### src/rtl/ram_arbiter.sv
// ram_arbiter: shares one ram1024x32 between four requesters. One owner at a
// time, chosen round-robin. A dead RELEASE cycle separates successive owners.
// An owner that holds the RAM too long while others wait can be preempted.
//
// Handshake (req/gnt): a requester raises req[i] and holds it for its whole
// transaction. gnt is registered and one-hot. In every cycle where gnt[i] is
// high, requester i's address, data and write enable drive the RAM port
// combinationally. Read data returns on m_q one cycle later. A requester drops
// req[i] only after its last read data has been captured. An edge that sees
// req[owner] low ends the grant. Losing gnt without dropping req means the
// owner was preempted; it keeps req high to be re-granted later.
module ram_arbiter #(
  parameter int MAX_HOLD = 1023
) (
  input  logic         clock,
  input  logic         reset,
  input  logic [3:0]   req,
  input  logic [39:0]  m_address,
  input  logic [127:0] m_data,
  input  logic [3:0]   m_wren,
  output logic [3:0]   gnt,
  output logic [31:0]  m_q,
  output logic [1:0]   owner,
  output logic         busy,
  output logic         preempt,
  output logic [9:0]   ram_address,
  output logic         ram_clock,
  output logic [31:0]  ram_data,
  output logic         ram_wren,
  input  logic [31:0]  ram_q
);

  typedef enum logic [1:0] {
    S_IDLE    = 2'd0,
    S_OWNED   = 2'd1,
    S_RELEASE = 2'd2
  } state_t;

  // Hold count at which a waiting requester forces the owner off the RAM.
  localparam logic [31:0] HOLD_LIM = (MAX_HOLD == 0) ? 32'd0 : 32'(MAX_HOLD - 1);

  state_t      state_q, state_d;
  logic [3:0]  gnt_q, gnt_d;
  logic [1:0]  owner_q, owner_d;
  logic [15:0] hold_cnt_q, hold_cnt_d;
  logic        preempt_q, preempt_d;

  logic        arb_found;
  logic [1:0]  arb_winner;
  logic [1:0]  cand;
  logic        others_pending;
  logic        hold_expired;

  // Round-robin search: start just above the last owner, so the last owner
  // comes last.
  always_comb begin
    arb_found  = 1'b0;
    arb_winner = owner_q;
    cand       = owner_q;
    for (int k = 1; k <= 4; k++) begin
      cand = owner_q + 2'(k);
      if (!arb_found && req[cand]) begin
        arb_found  = 1'b1;
        arb_winner = cand;
      end
    end
  end

  assign others_pending = (req & ~gnt_q) != 4'b0000;
  assign hold_expired   = (MAX_HOLD != 0) && (32'(hold_cnt_q) >= HOLD_LIM);

  // Next-state logic: grant, release, or preempt.
  always_comb begin
    state_d    = state_q;
    gnt_d      = gnt_q;
    owner_d    = owner_q;
    hold_cnt_d = hold_cnt_q;
    preempt_d  = 1'b0;
    case (state_q)
      S_OWNED: begin
        if (!req[owner_q]) begin
          // A voluntary release wins over a timeout at the same edge.
          state_d = S_RELEASE;
          gnt_d   = 4'b0000;
        end else if (hold_expired && others_pending) begin
          state_d   = S_RELEASE;
          gnt_d     = 4'b0000;
          preempt_d = 1'b1;
        end else if (hold_cnt_q != 16'hFFFF) begin
          hold_cnt_d = hold_cnt_q + 16'd1;
        end
      end
      S_IDLE, S_RELEASE: begin
        if (arb_found) begin
          state_d    = S_OWNED;
          owner_d    = arb_winner;
          gnt_d      = 4'b0001 << arb_winner;
          hold_cnt_d = 16'd0;
        end else begin
          state_d = S_IDLE;
          gnt_d   = 4'b0000;
        end
      end
      default: begin
        state_d = S_IDLE;
        gnt_d   = 4'b0000;
      end
    endcase
  end

  // State register. After reset, owner 3 makes requester 0 the first to win.
  always_ff @(posedge clock) begin
    if (reset) begin
      state_q    <= S_IDLE;
      gnt_q      <= 4'b0000;
      owner_q    <= 2'd3;
      hold_cnt_q <= 16'd0;
      preempt_q  <= 1'b0;
    end else begin
      state_q    <= state_d;
      gnt_q      <= gnt_d;
      owner_q    <= owner_d;
      hold_cnt_q <= hold_cnt_d;
      preempt_q  <= preempt_d;
    end
  end

  // RAM port mux. Only the owner reaches the RAM. The bus is zero otherwise.
  // Writes are blocked whenever reset is high.
  always_comb begin
    ram_address = 10'd0;
    ram_data    = 32'd0;
    ram_wren    = 1'b0;
    if (state_q == S_OWNED) begin
      ram_address = m_address[owner_q * 10 +: 10];
      ram_data    = m_data[owner_q * 32 +: 32];
      ram_wren    = m_wren[owner_q] & ~reset;
    end
  end

  assign gnt       = gnt_q;
  assign owner     = owner_q;
  assign busy      = (state_q == S_OWNED);
  assign preempt   = preempt_q;
  assign m_q       = ram_q;
  assign ram_clock = clock;

endmodule

### config.mk
export PLATFORM = sky130hd
export DESIGN_NAME = ram_arbiter
export DESIGN_NICKNAME = d
export VERILOG_FILES = /design/src/rtl/ram_arbiter.sv
export SDC_FILE = /design/constraint.sdc
export NUM_CORES = 1
export LEC_CHECK = 0
export BUFFER_PORTS_ARGS = -buffer_cell sky130_fd_sc_hd__buf_2
export CAP_MARGIN = 5
export CORE_AREA = 3 3 114 116
export CTS_CLUSTER_DIAMETER = 60
export CTS_CLUSTER_SIZE = 20
export DETAILED_ROUTE_END_ITERATION = 8
export DIE_AREA = 0 0 117 119
export GPL_TIMING_DRIVEN = 0
export PLACE_DENSITY = 0.55
export SKIP_CTS_REPAIR_TIMING = 1
export SYNTH_ARGS = -nofsm -noshare
export SYNTH_HDL_FRONTEND = slang
export SYNTH_SLANG_ARGS = --single-unit
### constraint.sdc
create_clock -name clock -period 3.2 [get_ports clock]
set_clock_uncertainty 0.1 [all_clocks]
set_input_delay 0.48 -clock clock [delete_from_list [all_inputs] [get_ports clock]]
set_output_delay 0.48 -clock clock [all_outputs]
set_load 0.02 [all_outputs]
; ---- Yosys cells after proc, flatten, opt, wreduce, memory -nomap -nowiden
; Cells that the tools add are included.
[classes]
addsub = 4
n_mul = 1
n_lt_le_gt_ge = 5
eq_ne = 8
shift = 3
n_mux = 35
n_bitwise = 6
reduce_logical = 14
[op_table]
columns = cell, count
row1 = indexed part select 128 x 8 -> 32 bit, 1
row2 = 2-to-1 mux 16 bit, 4
row3 = indexed part select 40 x 7 -> 10 bit, 1
row4 = 2-to-1 mux 32 bit, 1
row5 = one-hot mux 16 bit (2 select lines), 1
row6 = adder 16 x 1 -> 16 bit (second input constant), 1
row7 = greater-or-equal comparator 16 x 10 -> 1 bit (second input constant), 1
row8 = != test 16 bit (second input constant), 1
row9 = < comparator 2 x 3 -> 1 bit (second input constant), 4
row10 = 2-to-1 mux 1 bit, 12
row11 = 2-to-1 mux 2 bit, 6
row12 = 2-to-1 mux 4 bit, 3
row13 = binary-select mux 1 bit (select 2 bit), 5
row14 = 2-to-1 mux 10 bit, 1
row15 = one-hot mux 4 bit (2 select lines), 1
row16 = multiplier 2 x 3 -> 5 bit (second input constant), 1
row17 = AND reduction 5 bit, 1
row18 = adder 2 bit (second input constant), 2
row19 = bitwise AND 4 bit, 1
row20 = logical AND 1 bit, 4
row21 = != test 2 x 1 -> 1 bit (second input constant), 2
row22 = != test 2 bit (second input constant), 2
row23 = NOT 4 bit, 1
row24 = one-hot mux 2 bit (2 select lines), 1
row25 = other kinds (14), 18
[totals]
register_bits = 25
inputBits = 210

; ---- Logic depth before layout (Yosys ltp)
; Gate-level depths: netlist (run 1).
[depth]
word_depth = 16
mapped_depth = 8

==> reports/results.tsv, run 1 <==
metric	value	unit
total grt overflow	0	
Netlist Area Pre-Place	2964	um^2
combinational power share	48.2	%
antenna viol nets, final	0	
Max Transition Viols Final	0	
Slew HR	45.55	%
Mean Syn Cell Area	9.980	um^2
hpwl dp	11180	um
vias in the first global route	3543	
Nets	777	
Worst-Skew Late Latency	0.37	ns
pin count of the biggest net entering global routing	14	
die area	13920	um^2
# setup viols final	0	
initial core utilization	24.68	%
Critical Path Start Type	flip-flop	
status	finished clean	
Via-to-Cell Ratio	4.813	
Reg power frac	20.5	%
most common cell after layout, fill and taps aside	buf_2	
Post-synth EDFFs	0	
Core ar.	12010	um^2
Distinct cells, synth	55	
initial DRC count	213	
drt total wl	12800	um
P_int	1067	uW
post-layout min period	3.028	ns
kind of end point of the critical path	output pin	
Seq/Total Area, Yosys	16.88	%
clk slew on worst S/H paths	0.06	ns
# IOs	294	
R2R setup slack	0.91	ns
dpl cells	705	
Worst Path Required	2.62	ns
fin cells	712	
worst-margin pin slew	0.8168	ns
# DRC	0	
synthesis-stage register bit count	25	
CP Max Fanout	10	
Initial DRT Pass Iterations	4	
largest cells by area after synthesis	mux4_2 (33%), dfxtp_1 (17%), and2_1 (9.7%), buf_4 (8.4%), nor2_1 (3.2%)	
Critical R2R Launch	owner[1]$_SDFFE_PP1N_	
Hold/Removal Path Class	in -> reg	
share of cells above drive strength 1	64.72	%
critical path class	reg -> out	
Hold Fails Final Rpt	0	
Design Power	1625	uW
row cnt	40	
Max rail drop VDD	0.1779	mV
port buffer count	261	
drt wl/cell	17.97	um
DIE HEIGHT	119	um
cells after synthesis	297	
period utilization	94.63	%
GRT Util Overall	17.01	%
Vias	3427	
cell taking the most area after synthesis	mux4_2	
FMAX	0.3302	GHz
P_leak	0.002281	uW
top cell type's share of synthesized area	32.67	%
die width	117	um
CP arrival	2.45	ns
synth warn	0	
initial antenna violation count	3	
Psw	558.7	uW
critical path startpoint	owner[0]$_SDFFE_PP1N_	
RSZ-0062 raised after global routing	false	
R2R depth	7	
Pwr per Cell Area	352.2	nW/um^2
first-pass GRT wire length	18420	um
FFs w/ async S/R, synth	0	%
TritonCTS clock tree	done	
CP endpoint	ram_address[0]	
Crit Reg-Reg Endpoint	hold_cnt_q[12]$_SDFFE_PP0P_	
Most used DFF post-synth	dfxtp_1	
max cap viols	0	
clock network power share	31.3	%
switching share of total power	34.37	%
Final GP Congestion	0.9078	
syn_nets	509	
most frequent cells in the layout	buf_2 (263), and2_1 (46), mux4_2 (43)	
P&R area growth vs syn	55.68	%
critical path, stage by stage (launching register included):
cell and delay, ns:
dfxtp_1 0.44, buf_2 0.36, clkbuf_4 0.36, mux4_2 0.57
and2_1 0.18, buf_2 0.15
power by group through the flow:
stage / Sequential, uW / Combinational, uW / Clock, uW
detailed placement: 340 / 791 / 46.0
global route: 334 / 847 / 535
global placement: 339 / 782 / 46.0
finish: 333 / 784 / 509
CTS: 333 / 793 / 522
floorplan: 347 / 501 / 36.5
area by class of cell:
| class | count | area [um^2] |
|---|---|---|
| fill | 1252 | 7397 |
| tap | 147 | 183.9 |
| buffer | 50 | 331.6 |
| multi-input combinational | 208 | 2087 |
| clock buffer | 8 | 158.9 |
| antenna | 1 | 2.502 |
| inverter | 13 | 48.80 |
| timing repair buffer | 260 | 1301 |
| sequential | 25 | 500.5 |
worst min path at each step:
| stage | startpoint | depth (start not counted) | slack [ns] | end |
|---|---|---|---|---|
| 4_1_cts | reset | 3 | 0.36 | hold_cnt_q[8]$_SDFFE_PP0P_ |
| 3_3_place_gp | hold_cnt_q[8]$_SDFFE_PP0P_ | 2 | 0.36 | hold_cnt_q[8]$_SDFFE_PP0P_ |
| 2_1_floorplan | hold_cnt_q[8]$_SDFFE_PP0P_ | 2 | 0.35 | hold_cnt_q[8]$_SDFFE_PP0P_ |
| 6_report | reset | 3 | 0.35 | hold_cnt_q[8]$_SDFFE_PP0P_ |
| 3_5_place_dp | hold_cnt_q[8]$_SDFFE_PP0P_ | 2 | 0.37 | hold_cnt_q[8]$_SDFFE_PP0P_ |
| 5_1_grt | reset | 3 | 0.38 | hold_cnt_q[8]$_SDFFE_PP0P_ |
synthesized netlist by cell type, types with 3 or more instances:
master	count
inv_1	13
a31oi_1	3
a21oi_2	3
clkbuf_1	10
nor4_1	5
nor3_1	5
nand3_1	5
buf_1	3
nand2b_1	6
a21o_1	6
xnor2_1	5
mux4_2	43
and2_1	46
nand2_1	6
buf_4	33
dfxtp_1	25
buf_2	4
a21oi_1	4
a22oi_1	4
nor2_1	25
state kept, by name, summed over array words and instances (netlist names):
name	count
hold_cnt_q	16
gnt	4
owner	2
state_q	2
preempt	1
layer usage:
| layer | global-route usage (%) | wire length, um |
|---|---|---|
| met1 | 19.21 | 4848 |
| met5 | 0 | 27 |
| met2 | 30.80 | 6548 |
| met3 | 4.370 | 1102 |
| met4 | 5.161 | 269 |
stage by stage:
stage	instance area, um^2	setup TNS (ns)	setup slack [ns]	util, %	hold slack (ns)
after global placement	4454	0	0.4035	37.08	0.3630
after floorplan	2964	0	0.7576	-	0.3469
final	4614	0	0.1720	38.42	0.3521
after global routing	4614	0	0.01132	38.42	0.3827
after CTS	4608	-0.02324	-0.02324	38.36	0.3588
after detailed placement	4454	0	0.3715	37.08	0.3718
logic make-up after synthesis:
kind of cell    count (synthesis)  share of synthesized area, %
simple gates                  119                         24.90
buf+inv                        64                         12.71
mux                            46                         33.73
compound gates                 36                         9.456
flops                          25                         16.88
xor+xnor                        5                         1.477
fa+ha+maj                       2                        0.8441
No activity file was read; power rests on OpenSTA's default activity.
==> run 2: changes to the inputs <==
--- a/config.mk
+++ b/config.mk
@@ -13,6 +13,7 @@
 export DETAILED_ROUTE_END_ITERATION = 8
 export DIE_AREA = 0 0 117 119
 export GPL_TIMING_DRIVEN = 0
+export MAX_ROUTING_LAYER = met4
 export PLACE_DENSITY = 0.55
 export SKIP_CTS_REPAIR_TIMING = 1
 export SYNTH_ARGS = -nofsm -noshare
==> reports/results.tsv, run 2 (synthesis gave the netlist of run 1 again) <==
metric	value	unit
antenna viol nets, final	0	
hpwl dp	11050	um
CP Max Fanout	10	
max cap viols	0	
crit-path leading delay family	buffers and inverters	
Reg power frac	20.5	%
Initial DRT Pass Iterations	4	
Worst Path Required	2.62	ns
Hold Fails Final Rpt	0	
RSZ-0062 raised after global routing	false	
Core ar.	12010	um^2
share of cells above drive strength 1	64.78	%
critical path class	reg -> out	
P_int	1068	uW
worst path cell trace	buf_2 -> clkbuf_4 -> mux4_2 -> and2_1 -> buf_2	
drt total wl	12680	um
Largest Register	hold_cnt_q	
final setup margin	0.2168	ns
Via-to-Cell Ratio	4.812	
Hold/Removal Path Class	in -> reg	
P_leak	0.002285	uW
setup TNS	0	ns
DIE HEIGHT	119	um
Vias	3436	
Slew HR	46.49	%
Max rail drop VDD	0.1863	mV
post-layout min period	2.983	ns
worst-margin pin slew	0.8027	ns
row cnt	40	
switching share of total power	34.29	%
total grt overflow	0	
Design Power	1625	uW
DP Worst Slack	0.3885	ns
clk slew on worst S/H paths	0.06	ns
crit-path most repeated cell	buf_2	
P&R area growth vs syn	55.93	%
fin cells	714	
initial antenna violation count	2	
# setup viols final	0	
Critical R2R Launch	hold_cnt_q[12]$_SDFFE_PP0P_	
Crit-path slowest cell	mux4_2	
CP endpoint	ram_address[0]	
most common cell after layout, fill and taps aside	buf_2	
initial DRC count	123	
Final GP Congestion	0.9024	
Nets	778	
R2R depth	6	
status	finished clean	
Critical Path Start Type	flip-flop	
clock network power share	31.4	%
initial core utilization	24.68	%
Pwr per Cell Area	351.5	nW/um^2
die width	117	um
layout filler cell count	1228	
GRT Util Overall	17.06	%
die area	13920	um^2
combinational power share	48.1	%
first-pass GRT wire length	17960	um
R2R setup slack	0.90	ns
FMAX	0.3352	GHz
CP arrival	2.40	ns
# DRC	0	
vias in the first global route	3392	
Worst-Skew Late Latency	0.37	ns
critical path depth	5	
TritonCTS clock tree	done	
dpl cells	705	
Max Transition Viols Final	0	
pin count of the biggest net entering global routing	14	
Final Util	38.48	%
max reg flops	16	
Max stage delay on crit path	0.56	ns
drt wl/cell	17.75	um
port buffer count	261	
HP Start	reset	
period utilization	93.22	%
most frequent cells in the layout	buf_2 (263), and2_1 (46), mux4_2 (43)	
# IOs	294	
Buf/Inv on CP	3	
Crit Reg-Reg Endpoint	hold_cnt_q[12]$_SDFFE_PP0P_	
kind of end point of the critical path	output pin	
Psw	557.1	uW
critical path startpoint	owner[0]$_SDFFE_PP1N_	
-- run 2: through the flow --
| step | area, um^2 | hold slack, ns |
|---|---|---|
| 3_5_place_dp | 4454 | 0.3806 |
| 3_3_place_gp | 4454 | 0.3621 |
| 6_report | 4622 | 0.3485 |
| 5_1_grt | 4622 | 0.3659 |
| 4_1_cts | 4608 | 0.3457 |
| 2_1_floorplan | 2964 | 0.3469 |
-- run 2: power by group through the flow --
stage                     logic, uW  clock network [uW]  registers [uW]
after floorplan                 501                36.5             347
after global placement          784                46.0             340
after detailed placement        787                46.0             340
after CTS                       791                 526             333
after global routing            843                 541             334
final                           782                 510             333
-- run 2: how the worst min path moves through the flow --
stage / slack (ns) / to / depth (start not counted)
2_1_floorplan: 0.35 / hold_cnt_q[8]$_SDFFE_PP0P_ / 2
3_3_place_gp: 0.36 / hold_cnt_q[8]$_SDFFE_PP0P_ / 2
3_5_place_dp: 0.38 / hold_cnt_q[8]$_SDFFE_PP0P_ / 2
4_1_cts: 0.35 / hold_cnt_q[8]$_SDFFE_PP0P_ / 3
5_1_grt: 0.37 / hold_cnt_q[8]$_SDFFE_PP0P_ / 3
6_report: 0.35 / hold_cnt_q[8]$_SDFFE_PP0P_ / 3
-- run 2: worst min-delay path, cell delays in order --
cell and delay (ns):
buf_2 0.12, or3_1 0.11, mux2i_1 0.06
-- run 2: cell type report --
cell class                 instances  area (um^2)  area share, %
antenna                            2        5.005         0.1083
buffer                            51        336.6          7.282
clock buffer                       8        158.9          3.438
inverter                          13        48.80          1.056
multi-input combinational        208         2087          45.15
sequential                        25        500.5          10.83
tap                              147        183.9          3.979
timing repair buffer             260         1301          28.15
-- run 2: metal layers --
layer	routed length, um	GRT usage, %	up-vias
met3	1131	4.370	16
met2	6538	30.30	137
met5	0	-	-
met4	252	4.659	0
li1	-	-	1620
met1	4753	18.64	1663
